[src/rtl/fetch_pkg.sv]
// Shared defaults and queue entry layout for the fetch stage.
// Optional feature macro: FETCH_QUEUE_BYPASS_EN (see fetch_queue.sv).
package fetch_pkg;

  localparam int unsigned DBITS_DEFAULT        = 32;
  localparam logic [31:0] START_PC_DEFAULT     = 32'h40;
  localparam int unsigned IMEM_ADDR_BITS_DEFAULT = 11;
  localparam int unsigned DEPTH_DEFAULT        = 4;

  // One prefetched word and the address of the word that follows it.
  typedef struct packed {
    logic [DBITS_DEFAULT-1:0] inst;
    logic [DBITS_DEFAULT-1:0] pc_inc;
  } fetch_entry_t;

endpackage

[src/rtl/fetch_fifo.sv]
// Prefetch entry storage: circular buffer with read/write pointers and count.
// clear has priority over push/pop; storage is not cleared by it.
module fetch_fifo #(
  parameter int unsigned DEPTH = 4,
  parameter int unsigned EW    = 64
) (
  input  logic          clk,
  input  logic          reset,
  input  logic          push,
  input  logic          pop,
  input  logic          clear,
  input  logic [EW-1:0] wdata,
  output logic [EW-1:0] rdata,
  output logic          full,
  output logic          empty
);

  localparam int unsigned AW = (DEPTH > 1) ? $clog2(DEPTH) : 1;
  localparam int unsigned CW = AW + 1;

  logic [EW-1:0] mem_q [DEPTH];
  logic [EW-1:0] mem_d [DEPTH];
  logic [AW-1:0] rd_q, rd_d;
  logic [AW-1:0] wr_q, wr_d;
  logic [CW-1:0] cnt_q, cnt_d;

  assign rdata = mem_q[rd_q];
  assign full  = (cnt_q == CW'(DEPTH));
  assign empty = (cnt_q == '0);

  // Next-state for pointers, count and storage.
  always_comb begin
    mem_d = mem_q;
    rd_d  = rd_q;
    wr_d  = wr_q;
    cnt_d = cnt_q;
    if (clear) begin
      rd_d  = '0;
      wr_d  = '0;
      cnt_d = '0;
    end else begin
      if (push) begin
        mem_d[wr_q] = wdata;
        wr_d        = wr_q + AW'(1);
      end
      if (pop) begin
        rd_d = rd_q + AW'(1);
      end
      case ({push, pop})
        2'b10:   cnt_d = cnt_q + CW'(1);
        2'b01:   cnt_d = cnt_q - CW'(1);
        default: cnt_d = cnt_q;
      endcase
    end
  end

  // State registers; storage resets to zero so the head is never X.
  always_ff @(posedge clk or posedge reset) begin
    if (reset) begin
      for (int unsigned i = 0; i < DEPTH; i++) begin
        mem_q[i] <= '0;
      end
      rd_q  <= '0;
      wr_q  <= '0;
      cnt_q <= '0;
    end else begin
      for (int unsigned i = 0; i < DEPTH; i++) begin
        mem_q[i] <= mem_d[i];
      end
      rd_q  <= rd_d;
      wr_q  <= wr_d;
      cnt_q <= cnt_d;
    end
  end

endmodule

[src/rtl/fetch_queue.sv]
// Instruction-fetch stage: owns the fetch PC, prefetches sequential words
// into fetch_fifo and presents the head to decode under valid/ready.
// A redirect squashes all queued words and restarts fetch at the target.
// Define FETCH_QUEUE_BYPASS_EN to forward the fetched word straight to decode
// when the queue is empty.
module fetch_queue
  import fetch_pkg::*;
#(
  parameter int unsigned       DBITS               = DBITS_DEFAULT,
  parameter logic [DBITS-1:0]  START_PC            = DBITS'(START_PC_DEFAULT),
  parameter int unsigned       IMEM_ADDR_BIT_WIDTH = IMEM_ADDR_BITS_DEFAULT,
  parameter int unsigned       DEPTH               = DEPTH_DEFAULT
) (
  input  logic                           clk,
  input  logic                           reset,
  input  logic                           redirect_valid,
  input  logic [DBITS-1:0]               redirect_pc,
  output logic [IMEM_ADDR_BIT_WIDTH-1:0] imem_addr,
  input  logic [DBITS-1:0]               imem_data,
  output logic                           out_valid,
  output logic [DBITS-1:0]               out_inst,
  output logic [DBITS-1:0]               out_pc_inc,
  input  logic                           out_ready
);

  typedef struct packed {
    logic [DBITS-1:0] inst;
    logic [DBITS-1:0] pc_inc;
  } entry_t;

  logic [DBITS-1:0] pc_q, pc_d;
  logic [DBITS-1:0] pc_inc;
  entry_t           fetch_entry;
  entry_t           fifo_head;
  entry_t           head;
  logic             fifo_full, fifo_empty;
  logic             fifo_push, fifo_pop;
  logic             pop, fetch;
  logic             unused_redirect_lsbs;

  assign unused_redirect_lsbs = ^redirect_pc[1:0];

  fetch_fifo #(
    .DEPTH (DEPTH),
    .EW    ($bits(entry_t))
  ) u_fifo (
    .clk   (clk),
    .reset (reset),
    .push  (fifo_push),
    .pop   (fifo_pop),
    .clear (redirect_valid),
    .wdata (fetch_entry),
    .rdata (fifo_head),
    .full  (fifo_full),
    .empty (fifo_empty)
  );

  assign imem_addr  = pc_q[IMEM_ADDR_BIT_WIDTH+1:2];
  assign out_inst   = head.inst;
  assign out_pc_inc = head.pc_inc;

  // Arbitration: redirect beats push and pop; push allowed when a slot is
  // free or the head leaves this cycle.
  always_comb begin
    pc_inc      = pc_q + DBITS'(4);
    fetch_entry = '{inst: imem_data, pc_inc: pc_inc};
    head        = fifo_head;
    out_valid   = ~fifo_empty & ~redirect_valid;
`ifdef FETCH_QUEUE_BYPASS_EN
    if (fifo_empty) begin
      head      = fetch_entry;
      out_valid = ~redirect_valid;
    end
`endif
    pop       = out_valid & out_ready;
    fifo_pop  = pop & ~fifo_empty;
    fetch     = ~redirect_valid & (~fifo_full | pop);
    fifo_push = fetch;
`ifdef FETCH_QUEUE_BYPASS_EN
    // A bypassed word consumed by decode never enters the queue.
    if (fifo_empty & pop) begin
      fifo_push = 1'b0;
    end
`endif
    pc_d = pc_q;
    if (redirect_valid) begin
      pc_d = {redirect_pc[DBITS-1:2], 2'b00};
    end else if (fetch) begin
      pc_d = pc_inc;
    end
  end

  // Fetch PC register.
  always_ff @(posedge clk or posedge reset) begin
    if (reset) begin
      pc_q <= START_PC;
    end else begin
      pc_q <= pc_d;
    end
  end

endmodule

[config.mk]
export PLATFORM = sky130hd
export DESIGN_NAME = fetch_queue
export DESIGN_NICKNAME = d
export VERILOG_FILES = /design/src/rtl/fetch_pkg.sv /design/src/rtl/fetch_fifo.sv /design/src/rtl/fetch_queue.sv
export SDC_FILE = /design/constraint.sdc
export NUM_CORES = 1
export LEC_CHECK = 0
export BUFFER_PORTS_ARGS = -buffer_cell sky130_fd_sc_hd__buf_4
export CORE_UTILIZATION = 47
export CTS_CLUSTER_DIAMETER = 200
export DETAILED_ROUTE_END_ITERATION = 12
export PLACE_DENSITY = 0.67
export SLEW_MARGIN = 20
export SYNTH_ARGS = -nofsm -noshare
export SYNTH_HDL_FRONTEND = slang
export SYNTH_HIERARCHICAL = 1
export SYNTH_SLANG_ARGS = --single-unit
[constraint.sdc]
create_clock -name clk -period 12 [get_ports clk]
set_clock_uncertainty 0.05 [all_clocks]
set_input_delay 0 -clock clk [delete_from_list [all_inputs] [get_ports clk]]
set_output_delay 0 -clock clk [all_outputs]
set_load 0.005 [all_outputs]
---- After elaboration in Yosys (flattened, before gate mapping) ----
Cells that the tools add are included.
cells by class
  bitwise gates (word level) .............. 10
  magnitude comparators ................... 3
  equality and inequality tests ........... 3
  muxes and demuxes ....................... 14
  reductions and logical operators ........ 6
  add/subtract/negate cells ............... 5
operators with widths
  operator                                             number
  bitwise mux 256 bit                                  1
  two-way mux 64 bit                                   3
  binary-select mux 64 bit (select 2 bit)              1
  demux 64 bit (select 2 bit)                          1
  two-way mux 32 bit                                   2
  adder 32 x 3 -> 32 bit (second input constant)       1
  two-way mux 2 bit                                    4
  >= comparator 3 bit (second input constant)          2
  NOT 2 -> 3 bit                                       2
  one-hot mux 3 bit (2 select lines)                   1
  adder 2 x 1 -> 2 bit (second input constant)         2
  bitwise AND 1 bit                                    4
  nonzero test 2 bit                                   2
  adder 3 x 1 -> 3 bit (second input constant)         1
  == test 3 bit (second input constant)                1
  logical NOT 3 bit                                    1
  < comparator 3 x 1 -> 1 bit (second input constant)  1
  two-way mux 3 bit                                    1
  NOT 1 bit                                            3
  nonzero test 3 bit                                   1
  subtractor 3 x 1 -> 3 bit (second input constant)    1
  == test 2 x 1 -> 1 bit (second input constant)       1
  == test 2 bit (second input constant)                1
  AND reduction 2 bit                                  1
  2 further kinds                                      2
storage, ports and cells
  bits in registers ....................... 295
  bits of input ports ..................... 68
  output and inout port bits .............. 76
  word-level logic and storage cells ...... 49

---- Depth between registers and ports, before layout ----
Gate-level depths: netlist (run 1).
  word-level depth ........................ 9
  gate-level depth with buffers ........... 10
  gate-level depth less buffers ........... 9

---- By module ----
Netlist (run 1), hierarchy kept.
by module, submodules not included
  module       cells each  area an instance (sq um)  sequential area each (sq um)  times used
  fetch_fifo   659         12,502.0                  6,581.3                       1
  fetch_queue  277         2,314.7                   752.0                         1

---- Least setup slack after synthesis (run 1) ----
Ideal clock, no wire load.
  path kind ............................... flip-flop to flip-flop
  start ................................... register u_fifo.cnt_q[0]
  end ..................................... register u_fifo/mem_q[100] (netlist bit)
  clock period less this slack ............ 2.370 ns
  setup time .............................. 0.125 ns
  data required time ...................... 11.825 ns
  buffers on the path ..................... 3
  cell stages (with the launch flop) ...... 10
  arrival ................................. 2.195 ns
  slack ................................... 9.630 ns
  cells stage by stage .................... dfrtp_1 -> nor3b_1 -> and2_1 -> nor2_1 -> buf_4 -> nor2b_4 -> buf_12 -> nand2_8 -> buf_6 -> mux2_4
between the ends
  elaborated cells between the ends (all ways) .. 9
  those cells by class .................... eq/ne (1); bitwise (6); reduce/logical (2)
RTL lines
  what                                  RTL line           source
  start, declared                       fetch_fifo.sv:25   logic [CW-1:0] cnt_q, cnt_d;
  start signal, assigned                fetch_fifo.sv:72   cnt_q <= cnt_d;
  == test 3 bit                         fetch_fifo.sv:28   assign full = (cnt_q == CW'(DEPTH));
  named net fifo_full                   fetch_queue.sv:36  logic fifo_full, fifo_empty;
  NOT 1 bit                             fetch_queue.sv:77  fetch = ~redirect_valid & (~fifo_full | pop);
  bitwise OR 1 bit                      fetch_queue.sv:77
  bitwise AND 1 bit                     fetch_queue.sv:77
  named net fetch                       fetch_queue.sv:38  logic pop, fetch;
  AND reduction 2 bit (no source line)  --
  end signal, assigned by index         fetch_fifo.sv:68   mem_q[i] <= mem_d[i];
  end, declared                         fetch_fifo.sv:21   logic [EW-1:0] mem_q [DEPTH];
The timed path passes the listed nets, and every way through them passes these cells.
A chain may end at the register's enable or synchronous reset.

---- Worst setup path in the final report (run 1) ----
  start ................................... register u_fifo.cnt_q[0]
  end ..................................... register u_fifo/mem_q[168] (netlist bit)
between the ends
  word-level cells in the longest chain between the ends .. 7
  elaborated cells between the ends (all ways) .. 9
  those cells by class .................... eq/ne (1); bitwise (6); reduce/logical (2)
RTL lines
  what                                  RTL line           source
  logical NOT 3 bit                     fetch_fifo.sv:29   assign empty = (cnt_q == '0);
  named net fifo_empty                  fetch_queue.sv:36
  NOT 1 bit                             fetch_queue.sv:68  out_valid = ~fifo_empty & ~redirect_valid;
  bitwise AND 1 bit                     fetch_queue.sv:68
  bitwise AND 1 bit                     fetch_queue.sv:75  pop = out_valid & out_ready;
  bitwise OR 1 bit                      fetch_queue.sv:77
  bitwise AND 1 bit                     fetch_queue.sv:77
  named net fetch                       fetch_queue.sv:38
  AND reduction 2 bit (no source line)  --
The timed path passes the listed nets, and every way through them passes these cells.

==> results of run 1 <==
==> registers in the layout, summed over array words and instances (netlist names) <==
name and flops:
u_fifo/wr_q 2, u_fifo/cnt_q 3, u_fifo/rd_q 2, u_fifo/mem_q 256, pc_q 30
==> area by class of cell <==
cell class	count	area, um2	share of cell area [%]
clock buffer	48	1005	5.563
tap	396	495.5	2.743
multi-input combinational	575	6950	38.48
clock inverter	9	108.9	0.6027
inverter	7	33.78	0.1870
sequential	293	7341	40.64
timing repair buffer	249	2127	11.78
==> cells by family after synthesis <==
logic type	share of synthesized area (%)
AOI/OAI and AO/OA	1.300
xor gates and xnor gates	3.606
adders and majority gates	0.5573
buffers and inverters	3.775
and+or+nand+nor	5.776
other	0.02531
muxes	35.47
DFF	49.49
==> cells in the mapped netlist, types with 13 or more instances <==
cell | number | area share (%)
buf_2 | 13 | 0.44
buf_4 | 16 | 0.81
buf_6 | 24 | 1.8
dfrtp_1 | 292 | 49
mux2_2 | 16 | 1.2
mux2_4 | 240 | 24
mux4_2 | 64 | 9.7
nand2_1 | 52 | 1.3
nand3_1 | 14 | 0.47
nand4_1 | 15 | 0.63
nor2_1 | 16 | 0.41
o21ai_0 | 30 | 1.0
xnor2_1 | 23 | 1.4
xor2_1 | 38 | 2.2
==> metrics by stage <==
step | util (%) | hold slack [ps] | instance area, um2 | setup slack (ps) | power [mW]
2_1_floorplan | - | 40.07 | 14840 | 4710 | 2.359
3_3_place_gp | 51.63 | 94.40 | 15920 | 8767 | 2.677
3_5_place_dp | 51.63 | 96.87 | 15920 | 8739 | 2.707
4_1_cts | 58.58 | 110.2 | 18060 | 8719 | 3.791
5_1_grt | 58.58 | 208.2 | 18060 | 8536 | 3.951
6_report | 58.58 | 172.8 | 18060 | 8700 | 3.751
==> how the worst max path moves through the flow <==
stage                        end  slack (ps)  cells past startpoint
6_report       u_fifo/mem_q[168]        8700                      7
4_1_cts        u_fifo/mem_q[168]        8720                      7
2_1_floorplan    u_fifo/cnt_q[0]        4710                      1
5_1_grt        u_fifo/mem_q[168]        8540                      7
3_5_place_dp   u_fifo/mem_q[168]        8740                      7
3_3_place_gp   u_fifo/mem_q[165]        8770                      7
==> worst min-delay path, cell delays in order <==
cell           delay [ps]
dlygate4sd3_1         550
buf_4                 170
inv_1                  70
buf_4                 370
==> routing by layer <==
metal / vias up / wire (um) / GRT usage (%) / part of all wire, %
met5: - / 0 / 0 / 0
met4: 0 / 605 / 5.448 / 2.0
met3: 50 / 1150 / 2.938 / 3.7
met2: 181 / 14390 / 31.73 / 47
met1: 4311 / 14760 / 28.70 / 48
li1: 3801 / - / - / -
==> report_power, final <==
part / total (mW) / switching (mW) / internal, mW
clock network: 1.03 / 0.402 / 0.625
logic: 1.15 / 0.336 / 0.810
registers: 1.58 / 0.223 / 1.35
total: 3.75 / 0.961 / 2.79
==> repair_timing <==
action	4_1_cts	5_1_grt
setup buffers	0	0
endpoints found under the hold margin	307	0
hold buffers	103	0
endpoints found under the setup margin	0	0
==> flow_metrics.py, run 1 <==
metrics = {
    "sta": {
        "rsz0062_at_grt": "false",
        "finalSetupViolations": 0,
        "worstMarginPinSlew_ps": 1042,
        "finalCritPeriodShare_pct": 27.50,
        "hold_violations": 0,
        "maxSlewViolCount": 0,
        "finalCriticalPeriod_ps": 3300,
        "slew_headroom_pct": 30.53,
        "max_freq_ghz": 0.3030,
        "tns_ps": 0,
    },
    "yosys": {
        "syn_area_um2": 14820,
        "synth_top_flop_cell": "dfrtp_1",
        "synth_warnings": 6,
        "ys_seq_area_share_pct": 49.49,
        "ys_ff_latch": 293,
        "avgSynthCellArea_um2": 15.83,
        "synth_cell_types": 49,
        "synth_edf_count": 0,
        "async_reset_ff_share_pct": 100.0,
        "syn_inst": 936,
    },
    "routing": {
        "firstDrtPassIters": 8,
        "drc": 6,
        "num_vias": 8343,
        "drt_iter0_drc": 331,
        "post_drt_wl_per_cell_um": 19.60,
        "viasPerCell": 5.290,
        "ant_nets": 0,
        "wirelength_um": 30910,
    },
    "finish": {
        "fin_cells": 1577,
        "mostFrequentLayoutCell": "dfrtp_1",
        "antennaDiodeCount": 0,
        "final_cell_mix": "dfrtp_1 (290), mux2_4 (240), buf_4 (146), dlygate4sd3_1 (103), mux4_2 (64)",
        "fin_nets": 1234,
        "synthToLayoutAreaGrowth_pct": 21.90,
        "drive_gt1_share_pct": 45.47,
        "fill_cells": 2331,
    },
    "run_status": {
        "violations": "design-rule violations",
        "status": "finished with violations",
    },
    "critical_path": {
        "crit_arrival_ps": 3640,
        "path_cells": "nor3_1 -> nand2b_1 -> and2_1 -> nor2_1 -> nor2b_4 -> nand2_8 -> mux2_4",
        "worst_setup_path_end_kind": "flop",
        "crit_type": "reg -> reg",
        "cp.buffers_inverters": 0,
        "worstSetupStartpoint": "u_fifo/cnt_q[0]",
        "ff2ff_setup_slack_ps": 8700,
        "critPathMaxFanout": 64,
        "cp_slowest_stage_delay_ps": 550,
        "critPathLaunchType": "flop",
        "required_ps": 12330,
        "slowest_stage": "nor2b_4",
        "r2r_cells": 7,
        "r2r_start": "u_fifo/cnt_q[0]",
        "r2r-end": "u_fifo/mem_q[168]",
        "cpLargestDelayFamily": "simple AND/OR/NAND/NOR gates",
    },
    "die": {
        "die_h_um": 179.6,
        "initial_core_util_pct": 48.06,
        "core_um2": 30830,
        "die_w_um": 179.6,
        "top_level_ports": 144,
        "rows": 64,
        "dieArea_um2": 32240,
    },
    "cts": {
        "cts.sinks": 293,
        "clock_latency_ps": 510,
        "cts-root-buf": "clkbuf_16",
        "post_cts_resized": 0,
        "clockBufferDepth": 3,
        "clk_pin_slew_worst_paths_ps": 60,
        "cts_max_level": 2,
        "cts_made_buffers": 34,
        "cts_tree": "yes",
    },
    "grt": {
        "grt_pass1_wl_um": 51740,
        "grt_use_total_pct": 19.98,
        "grt_antenna_before_repair": 0,
        "overflow": 0,
        "grt_max_degree": 116,
        "first_global_vias": 9292,
    },
    "power": {
        "power-per-cell-area_nw_per_um2": 207.7,
        "p_leak_nw": 8.647,
        "peakVddDrop_uv": 85.27,
    },
    "placement": {
        "port_buffers": 141,
        "place.gp.congestion": 0.8208,
        "hpwl_um": 17200,
        "dp_cells": 1417,
    },
    "flow_run": {
        "maxCapViolations": 0,
    },
    "min_path": {
        "hold_path_class": "in -> async",
    },
}
Power figures use the tool's default switching activity.
==> run 2: changes to the inputs <==
--- a/config.mk
+++ b/config.mk
@@ -5,11 +5,12 @@
 export SDC_FILE = /design/constraint.sdc
 export NUM_CORES = 1
 export LEC_CHECK = 0
+export ABC_AREA = 1
 export BUFFER_PORTS_ARGS = -buffer_cell sky130_fd_sc_hd__buf_4
 export CORE_UTILIZATION = 47
 export CTS_CLUSTER_DIAMETER = 200
 export DETAILED_ROUTE_END_ITERATION = 12
-export PLACE_DENSITY = 0.67
+export PLACE_DENSITY = 0.7
 export SLEW_MARGIN = 20
 export SYNTH_ARGS = -nofsm -noshare
 export SYNTH_HDL_FRONTEND = slang
==> constraint.sdc (replaced) <==
create_clock -name clk -period 3 [get_ports clk]
set_clock_uncertainty 0.05 [all_clocks]
set_input_delay 0 -clock clk [delete_from_list [all_inputs] [get_ports clk]]
set_output_delay 0 -clock clk [all_outputs]
set_load 0.005 [all_outputs]
==> run 2 against run 1 <==
The run now ends clean. Design area is 4.8% lower. Cell count is 44% higher. Via count is 42% higher. Non-clock buffer count is 5 higher. Utilization is 1.3 points higher. Count of clock-buffer cells in the layout is 6 lower. Die area is 7.4% lower. Global-route usage is 3.7 points higher. Maximum frequency is 41% higher. Sequential power grew to 3.8 times the previous value. Synthesized area is 7.5% lower. Total power grew to 3.6 times the previous value.
==> flow_metrics.py, run 2 <==
metrics = {
    "die": {
        "top_level_ports": 144,
        "dieArea_um2": 29860,
        "die_w_um": 172.8,
        "die_h_um": 172.8,
        "initial_core_util_pct": 47.77,
        "core_um2": 28700,
        "rows": 62,
    },
    "yosys": {
        "synth_top_flop_cell": "dfrtp_1",
        "yosysMostFrequentCell": "nand2_1",
        "synth_adder_area_share_pct": 0.6023,
        "synth-compound-area-share_pct": 17.81,
        "synth_edf_count": 0,
        "syn_inst": 1694,
        "avgSynthCellArea_um2": 8.094,
        "synthMuxAreaShare_pct": 0,
        "ys_seq_area_share_pct": 53.49,
        "synth_warnings": 6,
        "ys_ff_latch": 293,
        "yosys.area.top_type": "dfrtp_1",
        "async_reset_ff_share_pct": 100.0,
        "synth_top_cells_by_count": "nand2_1 (456), o21ai_0 (394), dfrtp_1 (292), nor2_1 (159), inv_1 (127)",
        "synth_simple_gate_area_share_pct": 19.31,
        "netlist_top_cells_area": "dfrtp_1 (53%), o21ai_0 (14%), nand2_1 (12%), nor2_1 (4.4%), inv_1 (3.5%)",
        "synthXorXnorAreaFrac_pct": 1.287,
        "synth_cell_types": 32,
        "synth_top_family_by_area": "simple AND/OR/NAND/NOR gates",
        "synth_top_cell_area_share_pct": 53.29,
        "syn_area_um2": 13710,
    },
    "sta": {
        "finalCritPeriodShare_pct": 77.87,
        "rsz0062_at_grt": "false",
        "slew_headroom_pct": 43.43,
        "worstMarginPinSlew_ps": 847.5,
        "finalSetupViolations": 0,
        "max_freq_ghz": 0.4281,
        "setup_ws_ps": 663.9,
        "hold_violations": 0,
        "finalCriticalPeriod_ps": 2336,
        "maxSlewViolCount": 0,
    },
    "critical_path": {
        "required_ps": 3360,
        "r2r_start": "u_fifo/cnt_q[0]",
        "critPathLaunchType": "flop",
        "ff2ff_setup_slack_ps": 660,
        "r2r-end": "u_fifo/mem_q[254]",
        "crit_arrival_ps": 2690,
        "critPathMaxFanout": 43,
        "r2r_cells": 11,
        "crit_type": "reg -> reg",
        "worst_setup_path_end_kind": "flop",
    },
    "placement": {
        "dp_slack_ps": 680.8,
        "hpwl_um": 20290,
        "port_buffers": 141,
        "place.gp.congestion": 0.8719,
    },
    "run_status": {
        "status": "complete, no violations",
    },
    "finish": {
        "fill_cells": 2564,
        "utilization_pct": 59.91,
        "drive_gt1_share_pct": 13.59,
        "antennaDiodeCount": 0,
        "largest_register": "u_fifo/mem_q",
        "largestRegisters": "u_fifo/mem_q: 256 flops, pc_q: 30 flops, u_fifo/cnt_q: 3 flops",
        "largest_reg_flops": 256,
        "mostFrequentLayoutCell": "nand2_1",
        "fin_nets": 1941,
        "synthToLayoutAreaGrowth_pct": 25.42,
        "final_cell_mix": "nand2_1 (452), o21ai_0 (394), dfrtp_1 (290), nor2_1 (159), buf_4 (149)",
    },
    "routing": {
        "wirelength_um": 34400,
        "num_vias": 11810,
        "drt_iter0_drc": 964,
        "viasPerCell": 5.192,
        "drc": 0,
        "ant_nets": 0,
        "firstDrtPassIters": 7,
        "post_drt_wl_per_cell_um": 15.12,
    },
    "grt": {
        "grt_use_total_pct": 23.65,
        "grt_max_degree": 130,
        "grt_pass1_wl_um": 58110,
        "grt_antenna_before_repair": 0,
        "overflow": 0,
        "first_global_vias": 11550,
    },
    "flow_run": {
        "maxCapViolations": 0,
    },
    "cts": {
        "cts_made_buffers": 34,
        "clk_pin_slew_worst_paths_ps": 60,
        "cts_max_level": 2,
        "cts-root-buf": "clkbuf_16",
        "cts.sinks": 293,
        "cts_tree": "yes",
        "clock_latency_ps": 500,
        "clockBufferDepth": 3,
        "post_cts_resized": 0,
    },
    "min_path": {
        "hold_end": "u_fifo/cnt_q[0]",
        "min_path_cells": 4,
        "holdCritStartpoint": "redirect_valid",
        "hold_path_class": "in -> reg",
    },
    "power": {
        "p_leak_nw": 8.402,
        "peakVddDrop_uv": 450.5,
        "p_total_mw": 13.68,
        "power-per-cell-area_nw_per_um2": 795.6,
    },
}
## run 2: through the flow
step | std cells | instance area [um2] | setup TNS, ps | hold slack (ps)
2_1_floorplan | 1695 | 13720 | -136640 | 40.07
3_3_place_gp | 2123 | 15070 | 0 | 132.5
3_5_place_dp | 2123 | 15070 | 0 | 136.4
4_1_cts | 2275 | 17200 | 0 | 3.107
5_1_grt | 2275 | 17200 | 0 | 70.70
6_report | 2275 | 17200 | 0 | 32.68
## run 2: what timing repair did
| action | 4_1_cts | 5_1_grt |
|---|---|---|
| setup buffers | 0 | 0 |
| hold buffers | 92 | 0 |
| endpoints found under the hold margin | 209 | 0 |
## run 2: final cells by class
class | count | area, um2 | share of cell area [%]
clock buffer | 42 | 952.2 | 5.537
clock inverter | 18 | 252.7 | 1.470
inverter | 128 | 486.7 | 2.830
multi-input combinational | 1156 | 5386 | 31.32
sequential | 293 | 7338 | 42.67
tap | 384 | 480.5 | 2.794
timing repair buffer | 254 | 2300 | 13.37
## run 2: layer usage
| layer | GRT usage, % | routed length, um |
|---|---|---|
| met1 | 32.99 | 15580 |
| met2 | 38.89 | 16440 |
| met3 | 3.122 | 1828 |
| met4 | 6.563 | 545 |
| met5 | 0 | 0 |
## run 2: cells by family after synthesis
logic type | count (synthesis)
buf+inv | 246
compound gates | 470
xor+xnor | 15
fa+ha+maj | 6
simple gates | 663
other cells | 1
flops | 293
## run 2: worst max path at each step
| stage | cells past startpoint | slack, ps | end | startpoint |
|---|---|---|---|---|
| after floorplan | 1 | -520 | u_fifo/cnt_q[0] | reset |
| after global placement | 15 | 710 | u_fifo/cnt_q[2] | u_fifo/cnt_q[0] |
| after detailed placement | 11 | 680 | u_fifo/mem_q[254] | u_fifo/cnt_q[0] |
| after CTS | 11 | 640 | u_fifo/mem_q[254] | u_fifo/cnt_q[0] |
| after global routing | 12 | 450 | u_fifo/mem_q[226] | u_fifo/cnt_q[0] |
| final | 11 | 660 | u_fifo/mem_q[254] | u_fifo/cnt_q[0] |
## run 2: critical path, stage by stage (launching register included)
cell	delay [ps]
dfrtp_1	430
nor3_1	100
nor2_2	100
nand2_1	100
nand2_2	100
nand2_1	50
inv_1	60
inv_1	70
nor2_4	280
nand2_4	370
buf_12	300
o21ai_0	200
## run 2: power by group
group	internal (mW)	leakage [nW]	total, mW	switching [mW]
clock	2.78	0.595	4.39	1.61
combinational	1.54	4.04	3.33	1.79
sequential	5.26	3.77	5.96	0.702
